### config.mk
export PLATFORM = sky130hd
export DESIGN_NAME = alu_seq
export DESIGN_NICKNAME = d
export VERILOG_FILES = /design/src/rtl/cpu_pkg.sv /design/src/rtl/seq_divider.sv /design/src/rtl/alu_seq.sv
export SDC_FILE = /design/constraint.sdc
export NUM_CORES = 2
export LEC_CHECK = 0
export CAP_MARGIN = 5
export CORE_MARGIN = 2
export CORE_UTILIZATION = 56
export DETAILED_ROUTE_END_ITERATION = 6
export HOLD_SLACK_MARGIN = 0.06
export PLACE_DENSITY = 0.78
export RECOVER_POWER = 100
export SKIP_LAST_GASP = 1
export SLEW_MARGIN = 20
export SYNTH_ARGS = -nofsm -noshare
export SYNTH_HDL_FRONTEND = slang
export SYNTH_SLANG_ARGS = --single-unit
### constraint.sdc
create_clock -name clock -period 7.6 [get_ports clock]
set_input_delay 1.9 -clock clock [delete_from_list [all_inputs] [get_ports clock]]
set_output_delay 1.9 -clock clock [all_outputs]
set_load 0.1 [all_outputs]
### src/rtl/cpu_pkg.sv
// Shared opcodes, FSM states and default datapath width
// for the sequential ALU execution stage.
package cpu_pkg;

  localparam int WIDTH_DEF = 32;

  localparam logic [3:0] OP_ADD  = 4'd0;
  localparam logic [3:0] OP_SUB  = 4'd1;
  localparam logic [3:0] OP_AND  = 4'd2;
  localparam logic [3:0] OP_OR   = 4'd3;
  localparam logic [3:0] OP_SHR  = 4'd4;
  localparam logic [3:0] OP_SHRA = 4'd5;
  localparam logic [3:0] OP_SHL  = 4'd6;
  localparam logic [3:0] OP_ROR  = 4'd7;
  localparam logic [3:0] OP_ROL  = 4'd8;
  localparam logic [3:0] OP_MUL  = 4'd9;
  localparam logic [3:0] OP_DIV  = 4'd10;
  localparam logic [3:0] OP_NEG  = 4'd11;
  localparam logic [3:0] OP_NOT  = 4'd12;

  typedef enum logic [1:0] {
    ST_IDLE,
    ST_MUL,
    ST_DIV,
    ST_FIX
  } state_t;

endpackage

### src/rtl/seq_divider.sv
// Signed restoring divider on operand magnitudes with a
// final sign-fix cycle and a zero-latency divide-by-zero path.
module seq_divider
  import cpu_pkg::*;
#(
  parameter int WIDTH = WIDTH_DEF,
  parameter int CNT_W = 5
) (
  input  logic             clock,
  input  logic             clear,
  input  logic             start,
  input  logic [WIDTH-1:0] a,
  input  logic [WIDTH-1:0] b,
  output logic             done,
  output logic [WIDTH-1:0] quo,
  output logic [WIDTH-1:0] rem
);

  state_t           st_q, st_d;
  logic [CNT_W-1:0] cnt_q, cnt_d;
  logic [WIDTH-1:0] rem_q, rem_d;
  logic [WIDTH-1:0] quo_q, quo_d;
  logic [WIDTH-1:0] dvs_q, dvs_d;
  logic             sa_q, sa_d;
  logic             sq_q, sq_d;

  logic             b_zero;
  logic [WIDTH:0]   tmp;
  logic [WIDTH:0]   diff;
  logic [WIDTH-1:0] mag_a;
  logic [WIDTH-1:0] mag_b;

  always_comb begin
    st_d   = st_q;
    cnt_d  = cnt_q;
    rem_d  = rem_q;
    quo_d  = quo_q;
    dvs_d  = dvs_q;
    sa_d   = sa_q;
    sq_d   = sq_q;
    b_zero = (b == '0);
    mag_a  = a[WIDTH-1] ? -a : a;
    mag_b  = b[WIDTH-1] ? -b : b;
    tmp    = {rem_q, quo_q[WIDTH-1]};
    diff   = tmp - {1'b0, dvs_q};
    done   = 1'b0;
    quo    = '0;
    rem    = '0;
    unique case (st_q)
      ST_IDLE: begin
        if (start && b_zero) begin
          done = 1'b1;
          quo  = '1;
          rem  = a;
        end else if (start) begin
          st_d  = ST_DIV;
          cnt_d = '0;
          rem_d = '0;
          quo_d = mag_a;
          dvs_d = mag_b;
          sa_d  = a[WIDTH-1];
          sq_d  = a[WIDTH-1] ^ b[WIDTH-1];
        end
      end
      ST_DIV: begin
        if (!diff[WIDTH]) begin
          rem_d = diff[WIDTH-1:0];
          quo_d = {quo_q[WIDTH-2:0], 1'b1};
        end else begin
          rem_d = tmp[WIDTH-1:0];
          quo_d = {quo_q[WIDTH-2:0], 1'b0};
        end
        cnt_d = cnt_q + 1'b1;
        if (cnt_q == CNT_W'(WIDTH - 1)) begin
          st_d = ST_FIX;
        end
      end
      ST_FIX: begin
        // quotient truncates to zero, remainder follows a
        done = 1'b1;
        quo  = sq_q ? -quo_q : quo_q;
        rem  = sa_q ? -rem_q : rem_q;
        st_d = ST_IDLE;
      end
      default: st_d = ST_IDLE;
    endcase
  end

  always_ff @(posedge clock) begin
    if (clear) begin
      st_q  <= ST_IDLE;
      cnt_q <= '0;
      rem_q <= '0;
      quo_q <= '0;
      dvs_q <= '0;
      sa_q  <= 1'b0;
      sq_q  <= 1'b0;
    end else begin
      st_q  <= st_d;
      cnt_q <= cnt_d;
      rem_q <= rem_d;
      quo_q <= quo_d;
      dvs_q <= dvs_d;
      sa_q  <= sa_d;
      sq_q  <= sq_d;
    end
  end

endmodule

### src/rtl/alu_seq.sv
// Execution stage: single-cycle logic/shift/add ops, Booth
// multiply and a sequential divider, results on z_hi:z_lo.
module alu_seq
  import cpu_pkg::*;
#(
  parameter int WIDTH = WIDTH_DEF,
  parameter int CNT_W = 5
) (
  input  logic             clock,
  input  logic             clear,
  input  logic             start,
  input  logic [3:0]       op,
  input  logic [WIDTH-1:0] a,
  input  logic [WIDTH-1:0] b,
  output logic             busy,
  output logic             done,
  output logic [WIDTH-1:0] z_hi,
  output logic [WIDTH-1:0] z_lo
);

  state_t           state_q, state_d;
  logic [CNT_W-1:0] cnt_q, cnt_d;
  logic [WIDTH:0]   acc_q, acc_d;
  logic [WIDTH:0]   mcd_q, mcd_d;
  logic [WIDTH-1:0] mq_q, mq_d;
  logic             q1_q, q1_d;
  logic             busy_q, busy_d;
  logic             stg_vld_q, stg_vld_d;
  logic [WIDTH-1:0] stg_hi_q, stg_hi_d;
  logic [WIDTH-1:0] stg_lo_q, stg_lo_d;
  logic [WIDTH-1:0] z_hi_q, z_hi_d;
  logic [WIDTH-1:0] z_lo_q, z_lo_d;
  logic             done_q, done_d;

  logic               go;
  logic               div_start;
  logic               div_done;
  logic [WIDTH-1:0]   div_quo;
  logic [WIDTH-1:0]   div_rem;
  logic [4:0]         sh;
  logic [2*WIDTH-1:0] rot_r;
  logic [2*WIDTH-1:0] rot_l;
  logic [WIDTH-1:0]   sc_res;
  logic [WIDTH:0]     sum;
  logic [WIDTH:0]     acc_n;
  logic [WIDTH-1:0]   mq_n;

  assign go = start & ~busy_q
            & (state_q == ST_IDLE);
  assign div_start = go & (op == OP_DIV);

  seq_divider #(
    .WIDTH(WIDTH),
    .CNT_W(CNT_W)
  ) u_div (
    .clock(clock),
    .clear(clear),
    .start(div_start),
    .a    (a),
    .b    (b),
    .done (div_done),
    .quo  (div_quo),
    .rem  (div_rem)
  );

  always_comb begin
    sh    = b[4:0];
    rot_r = {a, a} >> sh;
    rot_l = {a, a} << sh;
    case (op)
      OP_ADD:  sc_res = a + b;
      OP_SUB:  sc_res = a - b;
      OP_AND:  sc_res = a & b;
      OP_OR:   sc_res = a | b;
      OP_SHR:  sc_res = a >> sh;
      OP_SHRA: sc_res = $signed(a) >>> sh;
      OP_SHL:  sc_res = a << sh;
      OP_ROR:  sc_res = rot_r[WIDTH-1:0];
      OP_ROL:  sc_res = rot_l[2*WIDTH-1:WIDTH];
      OP_NEG:  sc_res = -b;
      OP_NOT:  sc_res = ~b;
      default: sc_res = '0;
    endcase
  end

  // one Booth step: add/sub multiplicand, then arithmetic shift
  always_comb begin
    unique case ({mq_q[0], q1_q})
      2'b01:   sum = acc_q + mcd_q;
      2'b10:   sum = acc_q - mcd_q;
      default: sum = acc_q;
    endcase
    acc_n = {sum[WIDTH], sum[WIDTH:1]};
    mq_n  = {sum[0], mq_q[WIDTH-1:1]};
  end

  always_comb begin
    state_d   = state_q;
    cnt_d     = cnt_q;
    acc_d     = acc_q;
    mcd_d     = mcd_q;
    mq_d      = mq_q;
    q1_d      = q1_q;
    busy_d    = stg_vld_q ? 1'b0 : busy_q;
    stg_vld_d = 1'b0;
    stg_hi_d  = stg_hi_q;
    stg_lo_d  = stg_lo_q;
    z_hi_d    = stg_vld_q ? stg_hi_q : z_hi_q;
    z_lo_d    = stg_vld_q ? stg_lo_q : z_lo_q;
    done_d    = stg_vld_q;
    unique case (state_q)
      ST_IDLE: begin
        if (go && op == OP_MUL) begin
          state_d = ST_MUL;
          busy_d  = 1'b1;
          cnt_d   = '0;
          acc_d   = '0;
          mcd_d   = {a[WIDTH-1], a};
          mq_d    = b;
          q1_d    = 1'b0;
        end else if (go && op == OP_DIV) begin
          if (!div_done) begin
            state_d = ST_DIV;
            busy_d  = 1'b1;
          end
        end else if (go) begin
          stg_vld_d = 1'b1;
          stg_hi_d  = '0;
          stg_lo_d  = sc_res;
        end
      end
      ST_MUL: begin
        acc_d = acc_n;
        mq_d  = mq_n;
        q1_d  = mq_q[0];
        cnt_d = cnt_q + 1'b1;
        if (cnt_q == CNT_W'(WIDTH - 1)) begin
          state_d   = ST_IDLE;
          cnt_d     = '0;
          stg_vld_d = 1'b1;
          stg_hi_d  = acc_n[WIDTH-1:0];
          stg_lo_d  = mq_n;
        end
      end
      default: begin
        if (div_done) state_d = ST_IDLE;
      end
    endcase
    if (div_done) begin
      stg_vld_d = 1'b1;
      stg_hi_d  = div_rem;
      stg_lo_d  = div_quo;
    end
  end

  always_ff @(posedge clock) begin
    if (clear) begin
      state_q   <= ST_IDLE;
      cnt_q     <= '0;
      acc_q     <= '0;
      mcd_q     <= '0;
      mq_q      <= '0;
      q1_q      <= 1'b0;
      busy_q    <= 1'b0;
      stg_vld_q <= 1'b0;
      stg_hi_q  <= '0;
      stg_lo_q  <= '0;
      z_hi_q    <= '0;
      z_lo_q    <= '0;
      done_q    <= 1'b0;
    end else begin
      state_q   <= state_d;
      cnt_q     <= cnt_d;
      acc_q     <= acc_d;
      mcd_q     <= mcd_d;
      mq_q      <= mq_d;
      q1_q      <= q1_d;
      busy_q    <= busy_d;
      stg_vld_q <= stg_vld_d;
      stg_hi_q  <= stg_hi_d;
      stg_lo_q  <= stg_lo_d;
      z_hi_q    <= z_hi_d;
      z_lo_q    <= z_lo_d;
      done_q    <= done_d;
    end
  end

  assign busy = busy_q;
  assign done = done_q & ~clear;
  assign z_hi = z_hi_q;
  assign z_lo = z_lo_q;

endmodule

# Yosys cells after proc, flatten, opt, wreduce, memory -nomap -nowiden

Cells that the tools add are included.

Output and inout bits: 66
Logic and storage cells: 159
Flip-flop bits (word level): 341
Input port bits: 71

Bitwise gates (word level): 11
Shift-type cells: 5
Reductions and logical operators: 17
$add $sub $neg: 11
Eq/ne operators: 30
Mux-type cells: 65

Operators by type and width:

| operator             | count |
|---|---|
| $mux W32             | 22 |
| $pmux W32 S2         | 7 |
| $pmux W32 S11        | 1 |
| $pmux W33 S2         | 2 |
| $neg A32 Y32         | 4 |
| $shl A64 B5 Y64      | 1 |
| $shr A64 B5 Y32      | 1 |
| $add A33 B33 Y33     | 1 |
| $mux W33             | 1 |
| $sub A33 B32 Y33     | 1 |
| $sub A33 B33 Y33     | 1 |
| $add A32 B32 Y32     | 1 |
| $and A32 B32 Y32     | 1 |
| $logic_not A32 Y1    | 1 |
| $not A32 Y32         | 1 |
| $or A32 B32 Y32      | 1 |
| $shl A32 B5 Y32      | 1 |
| $shr A32 B5 Y32      | 1 |
| $sshr A32 B5 Y32     | 1 |
| $sub A32 B32 Y32     | 1 |
| $eq A4 B4 Y1 const B | 5 |
| $mux W5              | 4 |
| $pmux W5 S2          | 2 |
| $eq A4 B3 Y1 const B | 4 |
| other kinds (27)     | 73 |

# Logic depth before layout (Yosys ltp)

Depth in word-level cells: 11
Gate-level depth with buffers: 24
Depth with buffers taken out: 19

# Cells and area by module

A second synthesis with hierarchy kept.

Cells, all modules: 4268
Area, all modules: 31552.8 um2

Modules (own cells, without submodules):

| module      | cells each | area an instance (um2) | instances |
|---|---|---|---|
| alu_seq     | 2989       | 22389.0                | 1 |
| seq_divider | 1279       | 9163.8                 | 1 |

# Least setup slack after synthesis

No wires, ideal clock.

Path type: input to register
From: input port b[0]
To: register stg_lo_q[25]
Stages: 22
Slack: 1 ps
Setup time: 114 ps
Data arrival time: 7485 ps
Cell sequence: clkbuf_1 inv_1 buf_1 clkbuf_1 ha_1 or4b_2 clkbuf_1 nor4_2 nor2_1 xnor2_1 ha_1 clkbuf_1 a21oi_1 nand2_1 o41a_1 a211oi_1 o21ai_0 a41o_1 a21oi_1 xnor2_1 nand2_1 a2111oi_0

Word-level cells in the longest chain between the ends: 7
Elaborated cells between the ends (all ways): 26
Those cells by class: add/sub: 3; eq/ne: 4; shift: 5; mux: 10; reduce/logical: 4

RTL lines:

| what                                       | line           | RTL |
|---|---|---|
| start: declaration                         | alu_seq.sv:14  | `input logic [WIDTH-1:0] b,` |
| $neg A32 Y32, or another cell as far along | alu_seq.sv:80  | `OP_NEG: sc_res = -b;` |
| $pmux W32 S11                              | alu_seq.sv:70  | `case (op)` |
| $mux W32                                   | alu_seq.sv:126 | `end else if (go) begin` |
| $mux W32                                   | alu_seq.sv:121 | `end else if (go && op == OP_DIV) begin` |
| $mux W32                                   | alu_seq.sv:113 | `if (go && op == OP_MUL) begin` |
| $pmux W32 S2                               | alu_seq.sv:111 | `unique case (state_q)` |
| $mux W32                                   | alu_seq.sv:149 | `if (div_done) begin` |
| end signal: assignment                     | alu_seq.sv:181 | `stg_lo_q <= stg_lo_d;` |
| end: declaration                           | alu_seq.sv:30  | `logic [WIDTH-1:0] stg_lo_q, stg_lo_d;` |

Several ways; a longest one is shown, not always the timed one. The select of a mux whose other input is x is not followed.
A chain may end at the register's enable or synchronous reset.

# Worst setup path in the final report

From: input port op[1]
To: register stg_lo_q[14]

Word-level cells in the longest chain between the ends: 7
Elaborated cells between the ends (all ways): 33
Those cells by class: eq/ne: 16; mux: 10; bitwise: 1; reduce/logical: 6

RTL lines:

| what                                                   | line                              | RTL |
|---|---|---|
| start: declaration                                     | alu_seq.sv:12                     | `input logic [3:0] op,` |
| $eq A4 B4 Y1, or another cell as far along             | alu_seq.sv:70                     |  |
| $pmux W32 S11 / $and A1 B1 Y1 (equally long branches)  | alu_seq.sv:70, alu_seq.sv:50      |  |
| $mux W32 / $logic_and A1 B1 Y1 (equally long branches) | alu_seq.sv:126, seq_divider.sv:51 |  |
| $mux W32 / $mux W1 (equally long branches)             | alu_seq.sv:121, seq_divider.sv:51 |  |
| $mux W32 / $pmux W1 S2 (equally long branches)         | alu_seq.sv:113, seq_divider.sv:49 |  |
| $pmux W32 S2, or another cell as far along             | alu_seq.sv:111                    |  |
| $mux W32 / $reduce_and A5 Y1 (equally long branches)   | n/a                               |  |

Several ways; a longest one is shown, not always the timed one. The select of a mux whose other input is x is not followed.

==> summary.txt <==
Timing
  – RSZ-0062 raised after global routing: false
  – Final Skew: around 24 ps
  – Max_slew headroom: -0.885
  – Max Clock Freq: 137 MHz
  – Worst slew pin tran: ~2800 ps
  – Setup TNS: 0 ps
  – Final Hold Vio Count: 0
  – Pins Over Slew Limit: between 300 and 400
  – Setup Viol. Count Final: 0
  – Min Tclk post-route: about 7300 ps
  – Tcrit/Tclk final: 0.962

Synthesis
  – Sequential share of the synthesized area: 0.234
  – Post-Syn Area: around 29000 µm²
  – Synthesis warning total: 0
  – Synth area leader: dfxtp_1
  – Mapped Cells: approximately 4000
  – Syn_area_per_cell: ~7.3 µm²
  – Post-synth EDFFs: 0
  – #FFs+latches synth: 340
  – Share of the synthesized area in the top cell type: 0.234
  – Yosys cell types: 87
  – Synth Flop Type: dfxtp_1
  – Asr flop ratio synth: 0
  – Largest cells by area after synthesis: dfxtp_1 (23%), nand2_1 (7.3%), mux2i_1 (5.9%)
  – Post-synth net total: between 4000 and 5000

Finish
  – Area grow syn2layout: 11.2%
  – Layout cell share with drive strength beyond 1: 0.0779
  – Leading cell type in the layout, fill and taps excluded: nand2_1
  – Most frequent cells in the layout: nand2_1 (567), nor2_1 (427), dfxtp_1 (339)
  – Final Non-Filler Cells: about 4700
  – Layout net count: around 4200

Detailed routing
  – Wire per inst: roughly 29 µm
  – DR iter-0 viols: around 4800
  – Remaining DRCs: 0
  – Routed Antenna Nets: 0
  – TritonRoute pass-1 iters: 7
  – Vias post-DR: between 30000 and 40000
  – Via/cell ratio: 6.95
  – Drt total wl: about 140 mm

GRT
  – Initial antenna violation count: 7
  – First-pass GRT wire length: just under 200 mm
  – Total gr overflow: 0
  – Total global-route track usage: 0.488
  – Number of global-route vias before repair: approximately 29000
  – Maximum number of pins on one net before global-route repair: about 100

CTS
  – CTS Buf Count: 37
  – Post CTS Setup Buffer Count: 0
  – Insertion delay to the later sink of the worst-skew pair: 550 ps
  – Clock sinks: between 300 and 400
  – H-tree depth: 2
  – Root Driver: clkbuf_16
  – Count of cells resized by post-cts repair: 0
  – CTS Hold Bufs: 0
  – CTS max path bufs: 3
  – Clock transition at path regs: approximately 60 ps
  – CTS tree: built

Floorplanning
  – Die area: between 50000 and 60000 µm²
  – Core area: 51400 µm²
  – Initial core utilization: 0.566
  – Die width: 232 µm
  – Die height: between 200 and 250 µm
  – I/O pin count: approximately 140
  – Num rows: 83

Placed design
  – Dpl cells: 4614
  – PortBufs: about 140
  – Placer Congestion: ~1.2
  – Post-DP HPWL: 101 mm

Power
  – Leakage: roughly 12 nW
  – Power Total: around 0.0056 W
  – Pwr/cell area: between 150 and 200 nW/µm²
  – Max IR drop VDD: around 130 µV

Status
  – Failing checks: capacitance limit, slew limit
  – Run status: finished, violations left

Worst hold path
  – Hold depth: 2
  – Worst min path class: reg -> reg

Worst setup path
  – Worst setup SP type: input port
  – CP max-delay cell: clkbuf_1
  – R2R setup slack: 2220 ps
  – Worst r2r src: mcd_q[0]
  – Worst Setup SP: op[1]
  – Crit Path Category: in -> reg
  – Worst r2r path cells: 19
  – CP Max Fanout: 47
  – Worst setup EP type: flip-flop
  – Worst path cell trace: dlygate4sd3_1 > clkbuf_1 > nor2b_1 > and4_1 > and4b_1 > o21ai_0 > clkbuf_2 > nand2_1 > clkbuf_2 > a221oi_1 > buf_4 > a2111oi_0
  – Worst path max stage delay: 1510 ps
  – WP data required: 8020 ps
  – Worst Setup EP: stg_lo_q[14]
  – CP arrival: 7730 ps
  – RR Endpoint: stg_hi_q[26]
  – CP dominant cell by count: clkbuf_2

Flow run
  – Max-Cap Viols: 7
==> flip-flops by register name, summed over array words and instances, names as in the netlist, 5 cells and up <==
signal       count
acc_q           32
u_div.rem_q     32
mcd_q           32
stg_hi_q        32
z_hi            32
u_div.dvs_q     32
mq_q            32
u_div.cnt_q      5
z_lo            32
stg_lo_q        32
u_div.quo_q     32
cnt_q            5
==> final cells by class <==
type,count,area (µm²)
Fill cell,4736,19000
Tap cell,680,851
Inverter,94,353
Antenna cell,4,10.0
Sequential cell,340,6810
Timing Repair Buffer,273,2320
Clock buffer,47,1080
Multi-Input combinational cell,3230,20800
Clock inverter,19,196
==> worst max-delay path: cells and delay by family <==
family / cells / cell delay, ps
AOI/OAI and AO/OA: 3 / 650
buffers and inverters: 5 / 3310
and+or+nand+nor: 4 / 1840
==> logic make-up after synthesis <==
logic type	synth area share
adder cells (fa/ha/maj)	0.0514
AND/OR/NAND/NOR	0.209
buffers and inverters	0.0553
flip-flops	0.234
XOR/XNOR	0.0827
AO/OA/AOI/OAI	0.276
multiplexers	0.0920
==> per-layer routing <==
metal  GRT usage  part of all wire
met1       0.584              0.36
met3       0.145              0.13
met5           0           0.00014
met2       0.714              0.41
met4       0.421              0.11
==> per-stage QoR <==
step	hold WS [ps]	worst slack (ps)	util	cell area [µm²]
finish	472	290	0.630	32400
CTS	465	1010	0.631	32400
detailed placement	451	444	0.606	31200
global route	491	245	0.630	32400
floorplan	424	0.696	-	29100
global placement	447	538	0.606	31100
==> how the worst min path moves through the flow <==
| stage | start | to | slack, ps |
|---|---|---|---|
| 2_1_floorplan | cnt_q[3] | cnt_q[3] | 420 |
| 3_3_place_gp | u_div.dvs_q[0] | u_div.dvs_q[0] | 450 |
| 3_5_place_dp | acc_q[0] | acc_q[0] | 450 |
| 4_1_cts | cnt_q[3] | cnt_q[3] | 460 |
| 5_1_grt | u_div.dvs_q[3] | u_div.dvs_q[3] | 490 |
| 6_report | u_div.dvs_q[0] | u_div.dvs_q[0] | 470 |
==> Yosys cell counts (53+ instances only) <==
library cell,number
nor3_1,72
dfxtp_1,340
o21ai_0,248
xnor2_1,165
inv_1,89
a22oi_1,68
ha_1,114
mux2_2,53
xor2_1,110
nand2_1,567
a21oi_1,326
mux2i_1,172
a211oi_1,74
nor2_1,429
nand3_1,63
clkbuf_1,295
==> power by group <==
group	leakage [nW]	internal, W	switching, W	total [W]
Combinational	9.12	0.000607	0.00118	0.00179
Clock	0.625	0.00111	0.000793	0.00190
Sequential	2.75	0.00182	0.0000549	0.00188
No activity file was read; power rests on OpenSTA's default activity.
